==> src/rtl/pipe_hazard_unit.sv <==
// pipe_hazard_unit
// Hazard, forwarding and bubble tracker for the in-order pipeline.
// Tracks every in-flight instruction from EX (slot 0) to WB (slot NSTAGE-1).
// It raises a load-use stall for the instruction in ID, registers per-operand
// forward selects for EX, and kills younger slots on a taken branch or jump.
//
// Ports:
//   clk, rst        clock, synchronous active-high reset
//   id_valid        ID holds a real instruction
//   id_wen, id_dst  ID instruction register write enable / destination
//   id_lat          slot index whose output first carries the result
//   id_src          NSRC packed source register addresses
//   id_src_rd       per-operand read enable
//   flush           taken branch/jump this cycle
//   stall           combinational: hold PC and ID
//   ex_fwd_sel      registered per-operand select (0 = regfile, k = slot k)
//   slot_valid      registered bubble map
//   perf_stall_cnt  stall cycle counter (PIPE_HAZARD_PERF_EN only, else 0)
//   perf_flush_cnt  flush cycle counter (PIPE_HAZARD_PERF_EN only, else 0)
//
// Optional feature macro: PIPE_HAZARD_PERF_EN
module pipe_hazard_unit #(
    parameter  int unsigned NSTAGE      = 3,
    parameter  int unsigned AW          = 5,
    parameter  int unsigned NSRC        = 2,
    parameter  int unsigned FLUSH_DEPTH = 2,
    localparam int unsigned SELW        = $clog2(NSTAGE + 1)
) (
    input  logic                 clk,
    input  logic                 rst,
    input  logic                 id_valid,
    input  logic                 id_wen,
    input  logic [AW-1:0]        id_dst,
    input  logic [SELW-1:0]      id_lat,
    input  logic [NSRC*AW-1:0]   id_src,
    input  logic [NSRC-1:0]      id_src_rd,
    input  logic                 flush,
    output logic                 stall,
    output logic [NSRC*SELW-1:0] ex_fwd_sel,
    output logic [NSTAGE-1:0]    slot_valid,
    output logic [31:0]          perf_stall_cnt,
    output logic [31:0]          perf_flush_cnt
);

    logic [NSTAGE-1:0]    slot_v;
    logic [NSTAGE-1:0]    slot_wen;
    logic [AW-1:0]        slot_dst [NSTAGE];
    logic [SELW-1:0]      slot_lat [NSTAGE];
    logic [NSRC*SELW-1:0] fwd_q;
    logic [NSRC*SELW-1:0] fwd_next;
    logic                 hazard;
    logic                 issue;

    // Scan slots from youngest (0) to oldest; only the first match per
    // operand counts. A producer in slot k sits in slot k+1 once the consumer
    // reaches EX; past the last slot it has been written to the regfile.
    always_comb begin
        logic [AW-1:0]   src;
        logic            found;
        logic [SELW-1:0] pos;
        fwd_next = '0;
        hazard   = 1'b0;
        src      = '0;
        found    = 1'b0;
        pos      = '0;
        for (int unsigned i = 0; i < NSRC; i++) begin
            src   = id_src[i*AW +: AW];
            found = 1'b0;
            for (int unsigned k = 0; k < NSTAGE; k++) begin
                pos = SELW'(k + 1);
                if (!found && slot_v[k] && slot_wen[k] && (slot_dst[k] == src)
                    && (src != '0) && id_src_rd[i]) begin
                    found = 1'b1;
                    if (k + 1 < NSTAGE) begin
                        if (pos >= slot_lat[k])
                            fwd_next[i*SELW +: SELW] = pos;
                        else
                            hazard = 1'b1;
                    end
                end
            end
        end
    end

    assign stall = id_valid && hazard && !flush;
    assign issue = id_valid && !hazard && !flush;

    always_ff @(posedge clk) begin
        if (rst) begin
            slot_v <= '0;
            fwd_q  <= '0;
        end else begin
            for (int unsigned k = 1; k < NSTAGE; k++) begin
                slot_v[k]   <= slot_v[k-1];
                slot_wen[k] <= slot_wen[k-1];
                slot_dst[k] <= slot_dst[k-1];
                slot_lat[k] <= slot_lat[k-1];
            end
            slot_v[0]   <= issue;
            slot_wen[0] <= id_wen;
            slot_dst[0] <= id_dst;
            slot_lat[0] <= id_lat;
            // Later assignments win: flush kills the newly shifted young slots.
            if (flush) begin
                for (int unsigned k = 0; k < FLUSH_DEPTH; k++)
                    slot_v[k] <= 1'b0;
            end
            fwd_q <= issue ? fwd_next : '0;
        end
    end

    assign slot_valid = slot_v;
    assign ex_fwd_sel = fwd_q;

`ifdef PIPE_HAZARD_PERF_EN
    logic [31:0] stall_cnt;
    logic [31:0] flush_cnt;

    always_ff @(posedge clk) begin
        if (rst) begin
            stall_cnt <= '0;
            flush_cnt <= '0;
        end else begin
            if (stall) stall_cnt <= stall_cnt + 32'd1;
            if (flush) flush_cnt <= flush_cnt + 32'd1;
        end
    end

    assign perf_stall_cnt = stall_cnt;
    assign perf_flush_cnt = flush_cnt;
`else
    assign perf_stall_cnt = '0;
    assign perf_flush_cnt = '0;
`endif

endmodule

==> config.mk <==
export PLATFORM = sky130hd
export DESIGN_NAME = pipe_hazard_unit
export DESIGN_NICKNAME = d
export VERILOG_FILES = /design/src/rtl/pipe_hazard_unit.sv
export SDC_FILE = /design/constraint.sdc
export NUM_CORES = 1
export LEC_CHECK = 0
export ABC_AREA = 1
export CAP_MARGIN = 20
export CORE_MARGIN = 10
export CORE_UTILIZATION = 39
export CTS_CLUSTER_SIZE = 40
export DETAILED_ROUTE_END_ITERATION = 6
export PLACE_DENSITY = 0.82
export SYNTH_ARGS = -nofsm -noshare
export SYNTH_HDL_FRONTEND = slang
export SYNTH_SLANG_ARGS = --single-unit
==> constraint.sdc <==
create_clock -name clk -period 1.9 [get_ports clk]
set_clock_uncertainty 0.15 [all_clocks]
set_input_delay 0.475 -clock clk [delete_from_list [all_inputs] [get_ports clk]]
set_output_delay 0.475 -clock clk [all_outputs]
set_load 0.02 [all_outputs]
After elaboration in Yosys (flattened, before gate mapping). Memory sizes are Yosys's and may differ from the RTL's. Index checks and enable logic that the tools add are counted.

Bits in registers: 9. Memory bits (writable): 21. Input bits: 24. Output and inout bits: 72. Word-level logic and storage cells: 60. Memories kept: 2.

Magnitude comparators: 2. Equal/unequal tests: 4. Muxes and demuxes: 18. Bitwise operators: 1. Reductions and logical operators: 29.

Memory list: slot_dst (words 3, bits a word 5, rd ports 2, clocked after Yosys merged registers in 0, write ports 3, RTL line 47) `logic [AW-1:0] slot_dst [NSTAGE];`; slot_lat (words 3, bits a word 2, rd ports 2, clocked after Yosys merged registers in 0, write ports 3, RTL line 48) `logic [SELW-1:0] slot_lat [NSTAGE];`.

Operators by type and width (count): $logic_and A1 B1 Y1 (21); $eq A5 B5 Y1 (4); $mux W1 (12); $mux W2 (6); $reduce_bool A5 Y1 (2); $logic_not A1 Y1 (4); $reduce_or A2 Y1 (2); $ge A1 B2 Y1 const A (1); $ge A2 B2 Y1 const A (1); $not A1 Y1 (1).

Logic depth before layout (Yosys ltp). Gate-level depths: netlist of run 1. An unclocked memory read counts as a cell.

Depth in word-level cells: 22. Depth in mapped cells: 11. Depth with buffers taken out: 11.

Least setup slack after synthesis of run 1. OpenSTA, ideal clock, no wires.

Path kind: reg2out. Start: register slot_v[0], in the netlist slot_valid[0]. End: output stall. Arrival time: 1403 ps. Required time: 1275 ps. Slack: -128 ps. Cell stages (with the launch flop): 9. Cells stage by stage: dfxtp_1 > nand2_1 > nor2_1 > nand3_1 > nor2_1 > nand2_2 > nand2_1 > nand2_1 > a21oi_1.

Cells in the longest elaborated chain, start to end: 18. Elaborated cells between the ends (all ways): 30. Classes of those cells: 9 x mux; 21 x reduce/logical.

Ends and longest elaborated chain: from (decl) (RTL line 45) `logic [NSTAGE-1:0] slot_v;`; from (signal, indexed assignment) (RTL line 94) `slot_v[k] <= slot_v[k-1];`; from (signal assigned) (RTL line 99) `slot_v[0] <= issue;`; $logic_and A1 B1 Y1 (*) (RTL line 71) `if (!found && slot_v[k] && slot_wen[k] && (slot_dst[k] == src)`; $logic_and A1 B1 Y1 (RTL line 71); $logic_and A1 B1 Y1 (2 in series) (RTL line 72) `&& (src != '0) && id_src_rd[i]) begin`; $mux W1 (RTL line 71); $logic_not A1 Y1 (RTL line 71); $logic_and A1 B1 Y1 (3 in series) (RTL line 71); $logic_and A1 B1 Y1 (2 in series) (RTL line 72); $mux W1 (RTL line 71); $mux W1 (RTL line 75) `if (pos >= slot_lat[k])`; $mux W1 (RTL line 71); $mux W1 (RTL line 75); $mux W1 (*) (RTL line 71); $logic_and A1 B1 Y1 (*) (2 in series) (RTL line 85) `assign stall = id_valid && hazard && !flush;`; to (decl) (RTL line 38) `output logic stall,`.

Every way passes the cells marked *; elsewhere a longest branch is shown, timed or not.

Worst setup path in the final report of run 1.
Start: input id_src[8]. End: output stall.

Cells in the longest elaborated chain, start to end: 14. Elaborated cells between the ends (all ways): 18. Classes of those cells: 2 x eq/ne; 4 x mux; 12 x reduce/logical.

Ends and longest elaborated chain: from (decl) (RTL line 35) `input logic [NSRC*AW-1:0] id_src,`; $eq A5 B5 Y1 (RTL line 71); $logic_and A1 B1 Y1 (RTL line 71); $logic_and A1 B1 Y1 (2 in series) (RTL line 72); $mux W1 (RTL line 71); $logic_not A1 Y1 (RTL line 71); $logic_and A1 B1 Y1 (3 in series) (RTL line 71); $logic_and A1 B1 Y1 (2 in series) (RTL line 72); $mux W1 (*) (RTL line 71); $logic_and A1 B1 Y1 (*) (2 in series) (RTL line 85).

Marks and branches as above.

==> impl_summary.txt, run 1 <==
----------------------------------------------------
[STA]
  Achievable clock frequency ... ~440 MHz
  Final Hold Violating Endpoints ... 0
  Max Slew Vio Count ... 0
  Final min period ... between 2 and 2.5 ns
  Setup Total Neg Slack ... -0.348 ns
  Final worst slack ... -0.348 ns
  Final setup violation count ... 1
  Unrepaired setup endpoints after global routing ... yes
  Period Utilization, post-route ... 118%

[Die]
  Number of cell rows ... 23
  Die extent in y ... approximately 86 microns
  Full die area ... about 7400 sq um
  Chip Width ... ~86 microns
  Core area ... around 4000 sq um
  I/O pins ... 96
  Starting density of the core ... between 40% and 50%

[Drt]
  Average routed wire per standard cell ... between 10 and 15 microns
  Residual antenna-violating net count after detailed routing ... 0
  Vias ... about 1.3k
  DRC violation count after routing ... 0
  Average via count per standard cell ... 3.90
  Total wire length after detailed routing ... around 3600 microns
  Iteration-0 DRC count of the detailed router ... 22
  Iteration count of the initial detailed-routing pass ... 4

[Placed design]
  Standard cell area after detailed placement ... 1950 sq um
  Weighted congestion reported at the end of routability-driven placement ... ~0.86
  IO buf count ... 31
  Cells after DPL ... approximately 310
  Setup WS pre-CTS ... -1.17 ns
  Total half-perimeter wirelength after legalization and detailed placement ... between 3000 and 4000 microns

[Cells and area]
  Design Area, Final ... 2060 sq um
  Share of post-route cells with drive strength above 1 ... about a quarter
  Number of nets in the layout ... ~300
  Diode count ... 0
  Number of cells in the finished layout apart from fillers ... approximately 320
  Growth of design area from synthesis to finish ... 21.3%
  Post-layout util ... 50.1%

[Clock network]
  Clock-pin transition on the worst setup and hold timing paths ... roughly 0.08 ns
  Clock sinks ... 23
  Buffer depth of the longest clock path ... 2
  Buffer type at the clock tree root ... sky130_fd_sc_hd__clkbuf_8
  Number of H-tree levels ... 1
  Clock network latency to the later pin of the worst-skew pair ... roughly 0.27 ns
  TritonCTS buffer count ... 3
  Clock tree from TritonCTS ... yes

[Setup path]
  Startpoint kind of the worst setup timing path ... input port
  Worst path required time ... 1.27 ns
  Crit end category ... primary output
  Reg2Reg Depth ... 9
  CP Class ... input port to primary output
  Critical path fanouts, max ... 3
  Data arrival time at the worst-slack endpoint ... 1.62 ns

[Synth]
  Cell count after synthesis ... between 200 and 250
  Distinct cell type count after synthesis ... 19
  Sequential-to-total area share from yosys stat ... a little over a third
  Proportion of netlist area held by the largest area contributor ... ~28%
  Cell Area, Synth ... 1700 sq um
  Avg Inst Size Synth ... around 7.8 sq um
  Dominant cells by area after synthesis ... sky130_fd_sc_hd__buf_4 28%, sky130_fd_sc_hd__edfxtp_1 28%, sky130_fd_sc_hd__nand2_1 13%, sky130_fd_sc_hd__dfxtp_1 8.2%, sky130_fd_sc_hd__inv_1 4.2%
  Total of flip-flops plus latches after synthesis ... 23
  Yosys warns ... 0
  Top cell type by total area after synthesis ... sky130_fd_sc_hd__buf_4

[Global routing]
  Vias in the first global route ... between 1k and 1.5k
  Largest net degree at the start of global routing ... 14
  Global-route wire length before repair ... around 5700 microns
  Global-route congestion overflow total ... 0
  Overall fraction of global-route tracks in use ... 9.15%
  Initial antenna violation count ... 0

[Run]
  Max-capacitance violation count ... 0

[Power and ir drop]
  Power per Cell Area ... 576 nW/um^2
  Worst ir drop on vdd ... ~530 uV
  Leakage component of the power ... 0.00104 uW

[Worst hold path]
  Worst Hold Depth ... 0
  Class of the tightest hold or removal check ... flop to flop

[Run status]
  Run status ... finished, violations left
  Violations in the final reports ... setup timing

----------------------------------------------------
worst paths after layout:
check | start | end | slack (ns)
worst max register to register | slot_dst[0][3]$_DFFE_PN_ | ex_fwd_sel[2]$_SDFF_PP0_ | 0.12
worst max-delay path | id_src[8] | stall | -0.35
worst min-delay path | slot_lat[0][0]$_DFFE_PN_ | slot_lat[0][2]$_DFFE_PN_ | 0.28
worst min register to register | slot_lat[0][0]$_DFFE_PN_ | slot_lat[0][2]$_DFFE_PN_ | 0.28
flip-flops by register name, indices dropped and copies added, names as in the netlist:
| register | cells |
|---|---|
| slot_dst | 10 |
| ex_fwd_sel | 4 |
| slot_lat | 4 |
| slot_valid | 3 |
| slot_wen | 2 |
cell type report:
| class | instances | area [sq um] |
|---|---|---|
| Clock buffer | 3 | 41.3 |
| Clock inverter | 1 | 5.00 |
| Fill cell | 403 | 2050 |
| Inverter | 25 | 93.8 |
| Multi-Input combinational cell | 170 | 790 |
| Sequential cell | 23 | 622 |
| Tap cell | 50 | 62.6 |
| Timing Repair Buffer | 50 | 448 |
critical path, cell delays in order:
cell and delay [ns]:
sky130_fd_sc_hd__clkdlybuf4s15_2 0.24, sky130_fd_sc_hd__inv_2 0.06, sky130_fd_sc_hd__nand2_1 0.05, sky130_fd_sc_hd__nand2_1 0.05, sky130_fd_sc_hd__nor2_1 0.10, sky130_fd_sc_hd__nand2_1 0.07
sky130_fd_sc_hd__nor2_2 0.12, sky130_fd_sc_hd__nand2_1 0.06, sky130_fd_sc_hd__nand2_1 0.06, sky130_fd_sc_hd__nand2_2 0.07, sky130_fd_sc_hd__a21oi_4 0.12, sky130_fd_sc_hd__buf_6 0.13
layout by cell type (no fill, tap or decap), drive strengths merged, types with 7 or more instances in the layout:
cell type / netlist / final
conb: 1 / 64
nand2: 62 / 62
inv: 25 / 25
nor2: 24 / 24
buf: 64 / 21
clkdlybuf4s50: 0 / 16
edfxtp: 16 / 16
dfxtp: 7 / 7
cell families (layout without fill, tap and decap cells):
group                  count (synthesis)  count (layout)  synth area share, %
AO/OA/AOI/OAI                          3               3                 1.10
AND/OR/NAND/NOR                       97              97                 25.3
flip-flops                            23              23                 36.5
buffers and inverters                 89              79                 33.8
other                                  1              64                0.221
XOR/XNOR                               6               6                 3.09
cells in the mapped netlist:
master	instances
sky130_fd_sc_hd__buf_4	64
sky130_fd_sc_hd__nand2_1	59
sky130_fd_sc_hd__inv_1	19
sky130_fd_sc_hd__edfxtp_1	16
sky130_fd_sc_hd__nor2_1	14
sky130_fd_sc_hd__nor2_2	10
sky130_fd_sc_hd__dfxtp_1	7
sky130_fd_sc_hd__inv_2	6
sky130_fd_sc_hd__xnor2_1	6
sky130_fd_sc_hd__nand3_1	5
sky130_fd_sc_hd__nand2_2	3
sky130_fd_sc_hd__a21oi_1	2
sky130_fd_sc_hd__nand4_1	2
sky130_fd_sc_hd__a21oi_2	1
sky130_fd_sc_hd__conb_1	1
sky130_fd_sc_hd__nand3_4	1
sky130_fd_sc_hd__nor3b_1	1
sky130_fd_sc_hd__or2_1	1
sky130_fd_sc_hd__or2_2	1
where the power goes:
group | total (uW) | switching, uW | internal, uW
sequential | 588 | 20.1 | 567
clock | 307 | 160 | 147
combinational | 293 | 204 | 89.1
total | 1190 | 384 | 803
metal layers:
layer | vias up | wire length [microns] | share of wire (%) | GRT usage (%)
li1 | 642 | - | - | -
met4 | 0 | 45 | 1.3 | 3.44
met3 | 5 | 583 | 16 | 6.05
met2 | 69 | 1730 | 48 | 16.2
met1 | 540 | 1230 | 34 | 8.02
met5 | - | 0 | 0 | 0
per-stage QoR:
step / total power, uW / hold WS [ns]
2_1_floorplan: 888 / 0.250
3_3_place_gp: 876 / 0.251
3_5_place_dp: 881 / 0.261
4_1_cts: 1180 / 0.282
5_1_grt: 1250 / 0.286
6_report: 1190 / 0.279
timing repair:
item,CTS,global route
setup endpoints to repair,8,1
setup buffers,3,3
resized for setup,41,12
hold buffers,0,0
pin swaps,10,18
No activity file was read; power rests on OpenSTA's default activity.
==> inputs of run 2 (changes only) <==
--- a/config.mk
+++ b/config.mk
@@ -11,6 +11,7 @@
 export CORE_UTILIZATION = 39
 export CTS_CLUSTER_SIZE = 40
 export DETAILED_ROUTE_END_ITERATION = 6
+export GPL_ROUTABILITY_DRIVEN = 1
 export PLACE_DENSITY = 0.82
 export SYNTH_ARGS = -nofsm -noshare
 export SYNTH_HDL_FRONTEND = slang
==> results of run 2 <==
No change in the layout: final DEF, timing and power equal those of run 1.
